$ cat src/rtl/prf_pkg.sv
// Shared types and sizing for the physical register file writeback path.
package prf_pkg;

    localparam int XLEN = 64;
    localparam int PHYS = 64;
    localparam int PW   = $clog2(PHYS);
    localparam int NREQ = 3;
    localparam int NQ   = 2;
    localparam int PTRW = (NREQ > 1) ? $clog2(NREQ) : 1;

    typedef logic [PW-1:0]   preg_t;
    typedef logic [XLEN-1:0] xdata_t;
    typedef logic [PTRW-1:0] rr_ptr_t;

endpackage

$ cat src/rtl/prf_wb_sched_rr_arb.sv
// Round-robin arbiter: picks the first valid requester at or above ptr,
// wrapping modulo N. Produces a one-hot grant and the granted index.
module rr_arb #(
    parameter int N    = 3,
    parameter int PTRW = (N > 1) ? $clog2(N) : 1
) (
    input  logic [N-1:0]    valid_i,
    input  logic [PTRW-1:0] ptr_i,
    output logic [N-1:0]    gnt_o,
    output logic [PTRW-1:0] idx_o,
    output logic            any_o
);

    // Walk the rotated priority order; the first hit wins.
    always_comb begin
        int cand;
        gnt_o = '0;
        idx_o = '0;
        any_o = 1'b0;
        cand  = 0;
        for (int off = 0; off < N; off++) begin
            cand = int'(ptr_i) + off;
            if (cand >= N) begin
                cand = cand - N;
            end
            for (int i = 0; i < N; i++) begin
                if (!any_o && (cand == i) && valid_i[i]) begin
                    any_o    = 1'b1;
                    gnt_o[i] = 1'b1;
                    idx_o    = PTRW'(i);
                end
            end
        end
    end

endmodule

$ cat src/rtl/prf_wb_sched.sv
// Writeback scheduler: round-robin onto the single PRF write port, a
// one-cycle registered output stage, and a per-preg ready scoreboard.
// Optional macro PRF_WB_BYPASS_EN: ready queries also see the write that is
// on the PRF port this cycle, so wakeup arrives one cycle earlier.
module prf_wb_sched
    import prf_pkg::*;
(
    input  logic                      clk,
    input  logic                      rst,
    input  logic [NREQ-1:0]           req_valid,
    input  logic [NREQ-1:0][PW-1:0]   req_preg,
    input  logic [NREQ-1:0][XLEN-1:0] req_data,
    output logic [NREQ-1:0]           req_ready,
    output logic                      prf_we,
    output logic [PW-1:0]             prf_waddr,
    output logic [XLEN-1:0]           prf_wdata,
    input  logic                      alloc_valid,
    input  logic [PW-1:0]             alloc_preg,
    input  logic [NQ-1:0][PW-1:0]     q_preg,
    output logic [NQ-1:0]             q_rdy,
    output logic                      err_dbl_wr
);

    rr_ptr_t         ptr_q, ptr_d;
    logic [NREQ-1:0] gnt;
    rr_ptr_t         gnt_idx;
    logic            gnt_any;
    logic            hs;
    preg_t           sel_preg;
    xdata_t          sel_data;

    logic            we_q;
    preg_t           waddr_q;
    xdata_t          wdata_q;
    logic [PHYS-1:0] rdy_q, rdy_d;
    logic            err_q, err_d;

    rr_arb #(.N(NREQ), .PTRW(PTRW)) u_arb (
        .valid_i (req_valid),
        .ptr_i   (ptr_q),
        .gnt_o   (gnt),
        .idx_o   (gnt_idx),
        .any_o   (gnt_any)
    );

    // Grants are withheld during reset so nothing is consumed then.
    always_comb begin
        req_ready = rst ? '0 : gnt;
        hs        = gnt_any && !rst;
        ptr_d     = ptr_q;
        if (hs) begin
            ptr_d = (gnt_idx == PTRW'(NREQ - 1)) ? '0 : gnt_idx + PTRW'(1);
        end
    end

    // One-hot select of the granted requester's preg and data.
    always_comb begin
        sel_preg = '0;
        sel_data = '0;
        for (int i = 0; i < NREQ; i++) begin
            sel_preg = sel_preg | ({PW{gnt[i]}} & req_preg[i]);
            sel_data = sel_data | ({XLEN{gnt[i]}} & req_data[i]);
        end
    end

    // Scoreboard next state; an allocation overrides a same-preg writeback.
    always_comb begin
        rdy_d = rdy_q;
        if (we_q) begin
            rdy_d[waddr_q] = 1'b1;
        end
        if (alloc_valid) begin
            rdy_d[alloc_preg] = 1'b0;
        end
        err_d = err_q || (we_q && rdy_q[waddr_q]);
    end

    // Pointer, output stage, scoreboard and sticky error registers.
    always_ff @(posedge clk) begin
        if (rst) begin
            ptr_q   <= '0;
            we_q    <= 1'b0;
            waddr_q <= '0;
            wdata_q <= '0;
            rdy_q   <= '1;
            err_q   <= 1'b0;
        end else begin
            ptr_q <= ptr_d;
            we_q  <= hs;
            if (hs) begin
                waddr_q <= sel_preg;
                wdata_q <= sel_data;
            end
            rdy_q <= rdy_d;
            err_q <= err_d;
        end
    end

    // Ready lookup per query port, optionally bypassing the in-flight write.
    always_comb begin
        q_rdy = '0;
        for (int k = 0; k < NQ; k++) begin
            q_rdy[k] = rdy_q[q_preg[k]];
`ifdef PRF_WB_BYPASS_EN
            if (we_q && (waddr_q == q_preg[k]) &&
                !(alloc_valid && (alloc_preg == q_preg[k]))) begin
                q_rdy[k] = 1'b1;
            end
`endif
        end
    end

    assign prf_we     = we_q;
    assign prf_waddr  = waddr_q;
    assign prf_wdata  = wdata_q;
    assign err_dbl_wr = err_q;

endmodule
$ cat config.mk
export PLATFORM = sky130hd
export DESIGN_NAME = prf_wb_sched
export DESIGN_NICKNAME = d
export VERILOG_FILES = /design/src/rtl/prf_pkg.sv /design/src/rtl/prf_wb_sched_rr_arb.sv /design/src/rtl/prf_wb_sched.sv
export SDC_FILE = /design/constraint.sdc
export NUM_CORES = 1
export LEC_CHECK = 0
export CAP_MARGIN = 20
export CORE_UTILIZATION = 40
export CTS_CLUSTER_DIAMETER = 40
export DETAILED_ROUTE_END_ITERATION = 8
export HOLD_SLACK_MARGIN = 0.1
export MAX_ROUTING_LAYER = met4
export PLACE_DENSITY = 0.79
export SYNTH_ARGS = -nofsm -noshare
export SYNTH_HDL_FRONTEND = slang
export SYNTH_SLANG_ARGS = --single-unit
$ cat constraint.sdc
create_clock -name clk -period 2.2 [get_ports clk]
set_clock_uncertainty 0.2 [all_clocks]
set_input_delay 0.22 -clock clk [delete_from_list [all_inputs] [get_ports clk]]
set_output_delay 0.22 -clock clk [all_outputs]
set_load 0.05 [all_outputs]
==> metrics.cfg <==
[timing]
drv_slew=0
max_freq_ghz=0.376
hold_ws_ns=0.140
rsz0062_at_grt=yes
period_share_pct=121
tightestPinTransition_ns=0.720
hold_viol=0
min_period_ns=2.66
slew_headroom_pct=52.0
worst_slack_ns=-0.457
setup-tns-final_ns=-1.73
finalSetupViolCount=14

[synth]
synth_flop_cell=dfxtp_1
ys_ff_latch=138
synthArstFlopShare_pct=0
synth.net_count=1129
ys.warnings.count=0
synth_cells=892
ys_types=48
synth_edf_count=0
avgSynthCellArea_um2=8.95
ys_seq_area_share_pct=34.6
synthesis.area_um2=7980

[routing]
wl_met1_mm=12.9
dr.pass1.iters=5
drt-vias-per-instance=6.16
postRouteAntennaNets=0
drtIter0Drc=838
wl_mm=37.3
wl_per_cell_um=23.7
drc=0
met2_length_mm=18.5
wl_met3_mm=3.71
highest-signal-layer=met4
vias=9700

[cells_and_area]
instances_no_fill=1574
ff_latch_area_um2=2810
drive_above_1_share_pct=29.5
nets=1528
fillers=1317
area_growth_pct=77.6
multi_input_area_um2=5660

[cts]
cts_num_sinks=138
htree_levels=4
clockRootBuffer=clkbuf_16
cts_hold_repair.buffers=0
clk_path_buf_depth=2
cts_tree=yes
clk_latency_ns=0.43
cts.reportedPaths.clkPinSlew_ns=0.07
cts_made_buffers=17

[worst_hold_path]
min-delay-start=req_data[119]
hold_path.class=in -> reg
hold_depth=3
whs_endpoint=prf_wdata[55]$_SDFFE_PP0P_

[floorplan]
die_h_um=143
rows=51
pin_count=311
fp.coreArea_um2=19500
die_area_um2=20500
initial_core_util_pct=40.9
dieWidth_um=143

[power]
power_leakage_nw=5.40
irDropWorstVdd_uv=1260
p_per_area_nw_per_um2=1400

[worst_setup_path]
r2r_cells=9
r2r_end=prf_wdata[17]$_SDFFE_PP0P_
arrival_ns=2.24
r2r-start=ptr_q[0]$_SDFFE_PP0P_
rrSetupSlack_ns=-0.12
crit_fanout=3
cp-end-kind=output port
cp_data_required_time_ns=1.78
crit_type=reg -> out
worstSetupStartpointType=register

[place]
io_buffers=310
dp_cells=1502
gp_congestion=1.02
dp_hpwl_mm=24.9

[grt]
antenna_found_initial=3
track_usage_pct=33.4
grt_pass1_vias=9157
grt_first_pass_wirelength_mm=50.1
grt_max_degree=59
grt_overflow=0

[run_status]
violations=negative setup slack
status=finished with violations

[flow_run]
maxCapViolations=0

[report_power, final]
group	internal [mW]	switching (mW)	leakage, nW
Sequential	3.26	0.612	1.13
Clock	1.80	1.25	0.300
Combinational	5.42	7.47	3.97
Total	10.5	9.34	5.40
[cell usage in the layout (no fill, tap or decap), types with 7 or more instances in the layout]
cell type        instances
nand2_1                 88
a221oi_2                38
a211oi_2                19
a211oi_1                53
dfxtp_2                 16
buf_4                  121
a221oi_4                19
mux2i_1                  8
buf_12                  20
buf_6                   22
mux2_2                   7
dfxtp_1                116
nor2_1                 145
o21bai_1                64
a21oi_1                 65
clkbuf_16               24
mux4_2                  41
clkdlybuf4s50_1        291
a221oi_1                17
mux4_1                   8
[registers in the layout (all words and copies together) (netlist names)]
register / cells
prf_wdata: 64
err_dbl_wr: 1
prf_we: 1
prf_waddr: 6
ptr_q: 2
rdy_q: 64
[cell type report]
| cell class | instances | share of cell area [%] |
|---|---|---|
| Antenna cell | 5 | 0.0883 |
| Clock buffer | 19 | 3.27 |
| Clock inverter | 13 | 1.10 |
| Inverter | 5 | 0.132 |
| Multi-Input combinational cell | 660 | 40.0 |
| Sequential cell | 138 | 19.8 |
| Tap cell | 265 | 2.34 |
| Timing Repair Buffer | 469 | 33.3 |
[per-layer routing]
metal,vias up,global-route usage (%)
met3,182,9.22
met2,702,55.0
li1,4190,-
met4,0,17.5
met5,-,-
met1,4626,36.9
[timing repair]
item                       CTS  global route
pin swaps                   12            31
setup endpoints to repair   57            80
buffers inserted            16            11
gates resized for setup     90           101
gates cloned                 0            10
[stage by stage]
stage               power (mW)  setup WS [ns]  cell area, µm²  util (%)
floorplan                 9.95         -0.150            8100         -
global placement          13.7         -0.689           12200      62.5
detailed placement        13.8         -0.713           12200      62.5
CTS                       17.6         -0.486           13300      68.1
global route              20.5         -0.547           14200      72.6
finish                    19.8         -0.457           14200      72.6
[logic make-up after synthesis]
family / count (synthesis) / share of synthesized area, %
buffers and inverters: 94 / 5.32
AOI/OAI and AO/OA: 304 / 27.6
DFF: 138 / 34.6
adders and majority gates: 3 / 0.470
and+or+nand+nor: 288 / 15.4
muxes: 65 / 16.6
[critical path, cell delays in order (launching register included)]
cell,delay (ns)
dfxtp_1,0.35
mux4_2,0.46
mux4_2,0.47
nor2b_4,0.15
a211oi_4,0.19
a21oi_4,0.04
buf_6,0.15
[how the worst max path moves through the flow]
stage	startpoint	end	slack (ns)	cells past startpoint
final	rdy_q[18]$_SDFF_PP1_	q_rdy[1]	-0.46	6
after global routing	q_preg[0]	q_rdy[0]	-0.55	10
after CTS	rdy_q[31]$_SDFF_PP1_	q_rdy[0]	-0.49	5
after detailed placement	q_preg[6]	q_rdy[1]	-0.71	8
after global placement	q_preg[6]	q_rdy[1]	-0.69	8
after floorplan	ptr_q[0]$_SDFFE_PP0P_	req_ready[0]	-0.15	8
[Yosys cell counts (all sizes together), types with 2 or more instances]
master  number  area share [%]
and3b        2            0.22
a21boi       2            0.19
a211oi      73             6.9
mux2i        9             1.1
or3b         2            0.22
clkbuf      60             2.8
a221oi      74             8.1
nand3b       6            0.56
nor2b       10            0.78
nand2       90             4.2
a22o         2            0.22
a31oi        4            0.31
buf         29             2.2
ha           3            0.47
and2         6            0.47
nor3b        6            0.56
nand4        2            0.16
nand4b       2            0.22
dfxtp      138              35
mux4        49              14
inv          5            0.24
o21ai        5            0.31
nor2       146             6.9
o21a         2            0.19
mux2         7            0.99
o21bai      64             6.0
a32oi        2            0.22
nand3        6            0.38
a21oi       68             4.3
nor3         4            0.25
and3         4            0.31
No activity file was read; power rests on OpenSTA's default activity.
